==> src/rtl/ram_burst_if.sv <==
// Command, write-data and read-data streams of ram_burst_master.
// The master modport is the command source side; slave is the burst engine side.
interface ram_burst_if #(
  parameter int DATA_WIDTH = 8,
  parameter int ADDR_WIDTH = 4
);
  logic                  cmd_valid;
  logic                  cmd_ready;
  logic                  cmd_write;
  logic [ADDR_WIDTH-1:0] cmd_addr;
  logic [ADDR_WIDTH-1:0] cmd_len;
  logic                  wr_valid;
  logic                  wr_ready;
  logic [DATA_WIDTH-1:0] wr_data;
  logic                  rd_valid;
  logic                  rd_ready;
  logic [DATA_WIDTH-1:0] rd_data;
  logic                  rd_last;

  modport master (
    output cmd_valid, cmd_write, cmd_addr, cmd_len, wr_valid, wr_data, rd_ready,
    input  cmd_ready, wr_ready, rd_valid, rd_data, rd_last
  );

  modport slave (
    input  cmd_valid, cmd_write, cmd_addr, cmd_len, wr_valid, wr_data, rd_ready,
    output cmd_ready, wr_ready, rd_valid, rd_data, rd_last
  );
endinterface

==> src/rtl/ram_burst_master.sv <==
// Burst engine moving write/read streams to one port of a synchronous RAM.
// Define RBM_BOUNDS_CHECK_EN to reject bursts that would wrap, via output err.
module ram_burst_master #(
  parameter int DATA_WIDTH = 8,
  parameter int ADDR_WIDTH = 4
) (
  input  logic                  clk,
  input  logic                  rst_n,
  ram_burst_if.slave            bus,
  output logic                  busy,
  output logic                  done,
  output logic                  ram_we,
  output logic [ADDR_WIDTH-1:0] ram_addr,
  output logic [DATA_WIDTH-1:0] ram_din,
  input  logic [DATA_WIDTH-1:0] ram_dout
`ifdef RBM_BOUNDS_CHECK_EN
  ,
  output logic                  err
`endif
);

  typedef enum logic [2:0] {IDLE, WR, RD_ISSUE, RD_CAPT, RD_HOLD} state_t;

  state_t                state_q, state_d;
  logic [ADDR_WIDTH-1:0] addr_q, addr_d;
  logic [ADDR_WIDTH-1:0] len_q, len_d;
  logic [ADDR_WIDTH-1:0] cnt_q, cnt_d;
  logic [ADDR_WIDTH-1:0] ram_addr_q;
  logic [DATA_WIDTH-1:0] rd_data_q, rd_data_d;
  logic                  rd_valid_q, rd_valid_d;
  logic                  rd_last_q, rd_last_d;
  logic                  done_q, done_d;
  logic                  last_beat;

`ifdef RBM_BOUNDS_CHECK_EN
  logic                  err_q, err_d;
  logic [ADDR_WIDTH:0]   cmd_end;

  // A carry out of addr + len means the burst would run past the top word.
  assign cmd_end = {1'b0, bus.cmd_addr} + {1'b0, bus.cmd_len};
  assign err     = err_q;
`endif

  assign last_beat = (cnt_q == len_q);

  always_comb begin
    state_d       = state_q;
    addr_d        = addr_q;
    len_d         = len_q;
    cnt_d         = cnt_q;
    rd_data_d     = rd_data_q;
    rd_valid_d    = rd_valid_q;
    rd_last_d     = rd_last_q;
    done_d        = 1'b0;
`ifdef RBM_BOUNDS_CHECK_EN
    err_d         = 1'b0;
`endif
    bus.cmd_ready = 1'b0;
    bus.wr_ready  = 1'b0;
    ram_we        = 1'b0;
    ram_addr      = ram_addr_q;
    ram_din       = bus.wr_data;

    case (state_q)
      IDLE: begin
        bus.cmd_ready = 1'b1;
        if (bus.cmd_valid) begin
          addr_d = bus.cmd_addr;
          len_d  = bus.cmd_len;
          cnt_d  = '0;
`ifdef RBM_BOUNDS_CHECK_EN
          if (cmd_end[ADDR_WIDTH]) begin
            err_d  = 1'b1;
            done_d = 1'b1;
          end else
`endif
          state_d = bus.cmd_write ? WR : RD_ISSUE;
        end
      end
      WR: begin
        bus.wr_ready = 1'b1;
        ram_addr     = addr_q;
        ram_we       = bus.wr_valid;
        if (bus.wr_valid) begin
          addr_d = addr_q + 1'b1;
          cnt_d  = cnt_q + 1'b1;
          if (last_beat) begin
            state_d = IDLE;
            done_d  = 1'b1;
          end
        end
      end
      RD_ISSUE: begin
        ram_addr = addr_q;
        state_d  = RD_CAPT;
      end
      RD_CAPT: begin
        // ram_dout now reflects the address issued in the previous cycle.
        rd_data_d  = ram_dout;
        rd_valid_d = 1'b1;
        rd_last_d  = last_beat;
        state_d    = RD_HOLD;
      end
      RD_HOLD: begin
        if (bus.rd_ready) begin
          rd_valid_d = 1'b0;
          rd_last_d  = 1'b0;
          addr_d     = addr_q + 1'b1;
          cnt_d      = cnt_q + 1'b1;
          if (last_beat) begin
            state_d = IDLE;
            done_d  = 1'b1;
          end else begin
            state_d = RD_ISSUE;
          end
        end
      end
      default: state_d = IDLE;
    endcase
  end

  always_ff @(posedge clk or negedge rst_n) begin
    if (!rst_n) begin
      state_q    <= IDLE;
      addr_q     <= '0;
      len_q      <= '0;
      cnt_q      <= '0;
      ram_addr_q <= '0;
      rd_data_q  <= '0;
      rd_valid_q <= 1'b0;
      rd_last_q  <= 1'b0;
      done_q     <= 1'b0;
`ifdef RBM_BOUNDS_CHECK_EN
      err_q      <= 1'b0;
`endif
    end else begin
      state_q    <= state_d;
      addr_q     <= addr_d;
      len_q      <= len_d;
      cnt_q      <= cnt_d;
      ram_addr_q <= ram_addr;
      rd_data_q  <= rd_data_d;
      rd_valid_q <= rd_valid_d;
      rd_last_q  <= rd_last_d;
      done_q     <= done_d;
`ifdef RBM_BOUNDS_CHECK_EN
      err_q      <= err_d;
`endif
    end
  end

  assign bus.rd_valid = rd_valid_q;
  assign bus.rd_data  = rd_data_q;
  assign bus.rd_last  = rd_last_q;
  assign busy         = (state_q != IDLE);
  assign done         = done_q;

endmodule

==> src/flat_wrapper.sv <==
// flat-port wrapper written by rule: the top's interface ports become plain ports
module ram_burst_master_flat 
#(
  parameter int DATA_WIDTH = 8,
  parameter int ADDR_WIDTH = 4
)
  (clk, rst_n, busy, done, ram_we, ram_addr, ram_din, ram_dout, bus_cmd_valid, bus_cmd_write, bus_cmd_addr, bus_cmd_len, bus_wr_valid, bus_wr_data, bus_rd_ready, bus_cmd_ready, bus_wr_ready, bus_rd_valid, bus_rd_data, bus_rd_last);
  ram_burst_if #(.DATA_WIDTH(DATA_WIDTH), .ADDR_WIDTH(ADDR_WIDTH)) bus_i ();
  input  logic clk;
  input  logic rst_n;
  output logic busy;
  output logic done;
  output logic ram_we;
  output logic [ADDR_WIDTH-1:0] ram_addr;
  output logic [DATA_WIDTH-1:0] ram_din;
  input  logic [DATA_WIDTH-1:0] ram_dout;
  input wire logic [$bits(bus_i.cmd_valid)-1:0] bus_cmd_valid;
  input wire logic [$bits(bus_i.cmd_write)-1:0] bus_cmd_write;
  input wire logic [$bits(bus_i.cmd_addr)-1:0] bus_cmd_addr;
  input wire logic [$bits(bus_i.cmd_len)-1:0] bus_cmd_len;
  input wire logic [$bits(bus_i.wr_valid)-1:0] bus_wr_valid;
  input wire logic [$bits(bus_i.wr_data)-1:0] bus_wr_data;
  input wire logic [$bits(bus_i.rd_ready)-1:0] bus_rd_ready;
  output wire logic [$bits(bus_i.cmd_ready)-1:0] bus_cmd_ready;
  output wire logic [$bits(bus_i.wr_ready)-1:0] bus_wr_ready;
  output wire logic [$bits(bus_i.rd_valid)-1:0] bus_rd_valid;
  output wire logic [$bits(bus_i.rd_data)-1:0] bus_rd_data;
  output wire logic [$bits(bus_i.rd_last)-1:0] bus_rd_last;
  assign bus_i.cmd_valid = bus_cmd_valid;
  assign bus_i.cmd_write = bus_cmd_write;
  assign bus_i.cmd_addr = bus_cmd_addr;
  assign bus_i.cmd_len = bus_cmd_len;
  assign bus_i.wr_valid = bus_wr_valid;
  assign bus_i.wr_data = bus_wr_data;
  assign bus_i.rd_ready = bus_rd_ready;
  assign bus_cmd_ready = bus_i.cmd_ready;
  assign bus_wr_ready = bus_i.wr_ready;
  assign bus_rd_valid = bus_i.rd_valid;
  assign bus_rd_data = bus_i.rd_data;
  assign bus_rd_last = bus_i.rd_last;
  ram_burst_master #(.DATA_WIDTH(DATA_WIDTH), .ADDR_WIDTH(ADDR_WIDTH)) u_core (.clk(clk), .rst_n(rst_n), .bus(bus_i), .busy(busy), .done(done), .ram_we(ram_we), .ram_addr(ram_addr), .ram_din(ram_din), .ram_dout(ram_dout));
endmodule
==> config.mk <==
export PLATFORM = sky130hd
export DESIGN_NAME = ram_burst_master_flat
export DESIGN_NICKNAME = d
export VERILOG_FILES = /design/src/rtl/ram_burst_if.sv /design/src/rtl/ram_burst_master.sv /design/src/flat_wrapper.sv
export SDC_FILE = /design/constraint.sdc
export NUM_CORES = 1
export LEC_CHECK = 0
export ABC_AREA = 1
export BUFFER_PORTS_ARGS = -buffer_cell sky130_fd_sc_hd__buf_2
export CAP_MARGIN = 20
export CORE_AREA = 3 3 63 65
export DETAILED_ROUTE_END_ITERATION = 8
export DIE_AREA = 0 0 66 68
export GPL_TIMING_DRIVEN = 0
export PLACE_DENSITY = 0.71
export REMOVE_ABC_BUFFERS = 1
export SLEW_MARGIN = 20
export SYNTH_ARGS = -nofsm -noshare
export SYNTH_HDL_FRONTEND = slang
export SYNTH_SLANG_ARGS = --single-unit
export TNS_END_PERCENT = 1
==> constraint.sdc <==
create_clock -name clk -period 1.66 [get_ports clk]
set_clock_uncertainty 0.05 [all_clocks]
set_input_delay 0.166 -clock clk [delete_from_list [all_inputs] [get_ports clk]]
set_output_delay 0.166 -clock clk [all_outputs]
set_load 0.05 [all_outputs]
Word level (Yosys, flattened, before mapping):

Index checks and enable logic that the tools add are counted.

* register bits: 30
* latch bits: 0
* memory bits (writable): 0
* memory bits (read-only): 0
* bits of input ports: 30
* output and inout bits: 27
* memories: 0

* add/subtract/negate cells: 2
* $mul: 0
* div/mod/pow operators: 0
* magnitude comparators: 0
* equality and inequality tests: 9
* shift-type cells: 0
* muxes and demuxes: 26
* bitwise gates (word level): 0
* reductions and logical operators: 9

Operators with widths (number)
* two-way mux 4 bit: 7
* one-hot mux 4 bit (3 select lines): 2
* one-hot mux 3 bit (5 select lines): 1
* two-way mux 3 bit: 4
* adder 4 x 1 -> 4 bit (second input constant): 2
* AND reduction 4 bit: 2
* two-way mux 1 bit: 7
* equality test 3 x 2 -> 1 bit (second input constant): 2
* != test 2 bit (second input constant): 3
* one-hot mux 1 bit (2 select lines): 3
* nonzero test 3 bit: 2
* equality test 4 bit: 1
* two-way mux 2 bit: 2
* AND reduction 2 bit: 2
* equality test 3 x 1 -> 1 bit (second input constant): 1
* equality test 3 bit (second input constant): 1
* zero test 3 bit: 1
* != test 2 x 1 -> 1 bit (second input constant): 1
* nonzero test 2 bit: 1
* OR reduction 2 bit: 1

Logic depth before layout (Yosys ltp):

* depth in word-level cells: 4
* gate-level depth with buffers: 9
* depth with buffers taken out: 9

Worst setup path after synthesis:

No wires, ideal clock.

* path type: flip-flop to flip-flop
* from: register u_core.state_q[1]
* to: register u_core.state_q[1]
* library setup time: 0.118 ns
* data arrival time: 1.912 ns
* required time: 1.492 ns
* path slack: -0.420 ns
* stages on the path, launching flop included: 5
* period minus slack after synthesis: 2.080 ns
* cells stage by stage: dfrtp_1 > nor3_1 > nand2_1 > nand2_1 > nor2_1

* longest elaborated chain between the ends: 3
* elaborated cells on any way between the ends: 11
* classes of those cells: 8 x eq/ne; 1 x mux; 2 x reduce/logical

RTL lines
* from (decl): line ram_burst_master.sv:24 `state_t state_q, state_d;`
* from (signal assigned): line ram_burst_master.sv:137 `state_q <= state_d;`
* equality test 3 x 1 -> 1 bit, or another cell as far along: line ram_burst_master.sv:64 `case (state_q)`
* != test 2 x 1 -> 1 bit (no source line) / != test 2 bit (equally long branches)
* AND reduction 4 bit (no source line)

Several ways; a longest one is shown, not always the timed one.
A chain may end at the register's enable or synchronous reset.

Worst setup path in the final report:

* from: register u_core.state_q[1]
* to: output port ram_addr[2]

* longest elaborated chain between the ends: 3
* elaborated cells on any way between the ends: 4
* classes of those cells: 2 x eq/ne; 1 x mux; 1 x reduce/logical

RTL lines
* equality test 3 x 2 -> 1 bit / equality test 3 x 1 -> 1 bit (equally long branches): line ram_burst_master.sv:64
* OR reduction 2 bit (no source line) (*)
* two-way mux 4 bit (*): line ram_burst_master.sv:64
* to (decl): line flat_wrapper.sv:14 `output logic [ADDR_WIDTH-1:0] ram_addr;`

Every way passes the cells marked *; elsewhere a longest branch is shown, timed or not.

==> impl_metrics.env <==
export IMPL_chipHeight_um=68
export IMPL_yosys_warnings=0
export IMPL_setup_ws_post_layout_ns=-0.0373
export IMPL_postSynthRegisterBits=30
export IMPL_critPathRequiredTime_ns=1.44
export IMPL_critPathArrivalTime_ns=1.48
export IMPL_setup_worst_path_start="u_core.state_q[1]"
export IMPL_core_area_mm2=0.00339
export IMPL_worstHoldEndpoint="u_core.bus.rd_data[2]"
export IMPL_synth_area_leader="sky130_fd_sc_hd__dfrtp_1"
export IMPL_final_nets=259
export IMPL_grt_max_degree=31
export IMPL_fmax_mhz=589
export IMPL_clock_tree_buffer_depth=2
export IMPL_die_width_um=66
export IMPL_synth_cells_most_frequent="sky130_fd_sc_hd__nand2_1 (54), sky130_fd_sc_hd__dfrtp_1 (30), sky130_fd_sc_hd__inv_1 (16)"
export IMPL_ys_types=21
export IMPL_clock_tree_from_tritoncts="yes"
export IMPL_final_hold_worst_slack_ns=0.00852
export IMPL_yosysSeqAreaShare=0.493
export IMPL_timing_reg2reg_worst_path_depth=6
export IMPL_rsz0062_at_grt="true"
export IMPL_max_slew_margin_rel=0.555
export IMPL_run_status="finished with violations"
export IMPL_htreeDepth=2
export IMPL_root_buffer="sky130_fd_sc_hd__clkbuf_4"
export IMPL_clock_pin_slew_on_the_worst_setup_and_hold_paths_ns=0.09
export IMPL_worstSetupStartpointType="flop"
export IMPL_synth_flop_type="sky130_fd_sc_hd__dfrtp_1"
export IMPL_area_growth_pct=33.3
export IMPL_insertion_delay_ns=0.33
export IMPL_cp_max_fo=8
export IMPL_initial_core_util=0.450
export IMPL_total_gr_overflow=0
export IMPL_grt_usage=0.160
export IMPL_gp_routability_congestion=0.783
export IMPL_grt_pass1_vias=1250
export IMPL_worst_r2r_startpoint="u_core.state_q[1]"
export IMPL_hpwl_um=2190
export IMPL_timing_final_max_slew_violations=0
export IMPL_peakVddDrop_mv=1.32
export IMPL_top_level_i_o_count=57
export IMPL_period_share=1.02
export IMPL_violations="setup timing"
export IMPL_final_layout_size_suffix_gt1_frac=0.399
export IMPL_synth_edff_count=0
export IMPL_crit_reg2reg_capture="u_core.cnt_q[2]"
export IMPL_place_worst_setup_slack_ns=-0.0171
export IMPL_floorplan_die_area_mm2=0.00449
export IMPL_power_density_mw_per_mm2=2380
export IMPL_final_antenna_net_count=0
export IMPL_yosys_area_top_type_share=0.493
export IMPL_routed_wl_um=3240
export IMPL_fill_cells=289
export IMPL_p_leak_nw=1.06
export IMPL_grt_first_pass_wirelength_um=5390
export IMPL_synthMostInstantiatedCell="sky130_fd_sc_hd__nand2_1"
export IMPL_max_cap_violation_count=0
export IMPL_holdCritStartpoint="ram_dout[2]"
export IMPL_first_pass_iters=4
export IMPL_core_rowCount=21
export IMPL_wl_per_cell_um=11.8
export IMPL_synth_async_sr_flop_share=1.00
export IMPL_period_needed_ns=1.70
export IMPL_tritoncts_num_sinks=30
export IMPL_n_antenna_cell=0
export IMPL_route_detailed_drc=0
export IMPL_tightest_slew_ns=0.667
export IMPL_syn_inst=177
export IMPL_worstSetupPathType="flop to output pin"
export IMPL_critPathCaptureType="output pin"
export IMPL_hold_path_depth=2
export IMPL_post_synthesis_instance_area_mm2=0.00152
export IMPL_report_final_setup_viol=4
export IMPL_synthTopCellsByArea="sky130_fd_sc_hd__dfrtp_1 (49%), sky130_fd_sc_hd__nand2_1 (13%), sky130_fd_sc_hd__mux2_2 (5.9%)"
export IMPL_numCtsBuffers=5
export IMPL_hold_path_class="input port to flop"
export IMPL_post_synth_cell_area_avg_um2=8.61
export IMPL_route_vias_total=1289
export IMPL_port_buffer_count=40
export IMPL_grt_antenna_before_repair=0
export IMPL_routed_via_density=4.70
export IMPL_final_hold_viol_count=0
export IMPL_detailedRoute_firstIterationViolations=39
export IMPL_ff2ff_setup_slack_ns=0.12
[how the worst max path moves through the flow]
stage	endpoint	slack, ns
floorplan	u_core.state_q[1]	-0.42
global placement	ram_addr[3]	-0.008
detailed placement	ram_addr[3]	-0.02
CTS	ram_addr[3]	-0.04
global route	ram_addr[3]	-0.10
finish	ram_addr[2]	-0.04
[placed cells by master, fill, tap and decap left out, types with 3 or more instances in the layout]
cell	netlist	layout
sky130_fd_sc_hd__nor2_2	3	6
sky130_fd_sc_hd__nand3_1	9	8
sky130_fd_sc_hd__mux2_2	8	8
sky130_fd_sc_hd__nor2_4	0	3
sky130_fd_sc_hd__nand2_1	54	53
sky130_fd_sc_hd__o21ai_2	4	4
sky130_fd_sc_hd__buf_6	1	7
sky130_fd_sc_hd__inv_2	2	3
sky130_fd_sc_hd__a21oi_4	0	4
sky130_fd_sc_hd__nor2_1	15	9
sky130_fd_sc_hd__dlygate4sd3_1	0	5
sky130_fd_sc_hd__clkbuf_4	0	5
sky130_fd_sc_hd__a21oi_1	10	6
sky130_fd_sc_hd__inv_1	16	15
sky130_fd_sc_hd__buf_4	9	8
sky130_fd_sc_hd__buf_2	0	33
sky130_fd_sc_hd__dfrtp_1	30	29
sky130_fd_sc_hd__xor2_1	4	4
[worst max-delay path: stages (launching register included)]
cell                      delay, ns
sky130_fd_sc_hd__dfrtp_2       0.45
sky130_fd_sc_hd__nor2_4        0.13
sky130_fd_sc_hd__nand2_4       0.08
sky130_fd_sc_hd__nand2_8       0.14
sky130_fd_sc_hd__nor2_2        0.06
sky130_fd_sc_hd__a21oi_4       0.12
sky130_fd_sc_hd__buf_6         0.17
[registers in the layout, summed over array words and instances (netlist names)]
signal               flops
u_core.done              1
u_core.cnt_q             4
u_core.state_q           3
u_core.len_q             4
u_core.bus.rd_data       8
u_core.ram_addr_q        4
u_core.addr_q            4
u_core.bus.rd_last       1
u_core.bus.rd_valid      1
[through the flow]
step | cell area [um^2] | util | total power [W] | instances | TNS, ns
after global routing | 2030 | 0.599 | 0.00516 | 274 | -0.462
after detailed placement | 1700 | 0.502 | 0.00375 | 253 | -0.0221
after global placement | 1700 | 0.502 | 0.00371 | 253 | -0.00802
after floorplan | 1450 | - | 0.00321 | 167 | -4.17
after CTS | 2020 | 0.595 | 0.00483 | 274 | -0.112
final | 2030 | 0.599 | 0.00483 | 274 | -0.120
[metal layers]
layer / global-route usage / share of wire
met5: 0 / 0
met1: 0.190 / 0.44
met2: 0.254 / 0.46
met3: 0.0640 / 0.082
met4: 0.0761 / 0.020
[cells by family (layout without fill, tap and decap cells)]
logic type / Yosys count / count (layout) / synth area share
compound gates: 17 / 17 / 0.0657
xor+xnor: 4 / 4 / 0.0230
fa+ha+maj: 2 / 2 / 0.0164
buf+inv: 28 / 79 / 0.0961
flops: 30 / 30 / 0.493
mux: 8 / 8 / 0.0591
simple gates: 88 / 88 / 0.247
[cell type report]
type                            count  area (um^2)  share of cell area
Clock buffer                        7         55.1              0.0271
Clock inverter                      1         5.00             0.00246
Inverter                           18         67.6              0.0333
Multi-Input combinational cell    119          741               0.365
Sequential cell                    30          752               0.370
Tap cell                           46         57.6              0.0283
Timing Repair Buffer               53          354               0.174
[what timing repair did]
| item | CTS | global route |
|---|---|---|
| hold buffers | 5 | 0 |
| endpoints found under the setup margin | 4 | 10 |
| setup buffers | 8 | 0 |
| gates resized for setup | 35 | 5 |
| pin swaps | 5 | 1 |
| hold endpoints to repair | 34 | 0 |
[where the power goes]
group | leakage (nW) | internal [W] | switching [W]
Clock | 0.0353 | 0.000205 | 0.000252
Combinational | 0.658 | 0.00103 | 0.00209
Sequential | 0.363 | 0.00106 | 0.000197
Total | 1.06 | 0.00229 | 0.00254
Note: power is estimated with default switching activity, not from simulation.
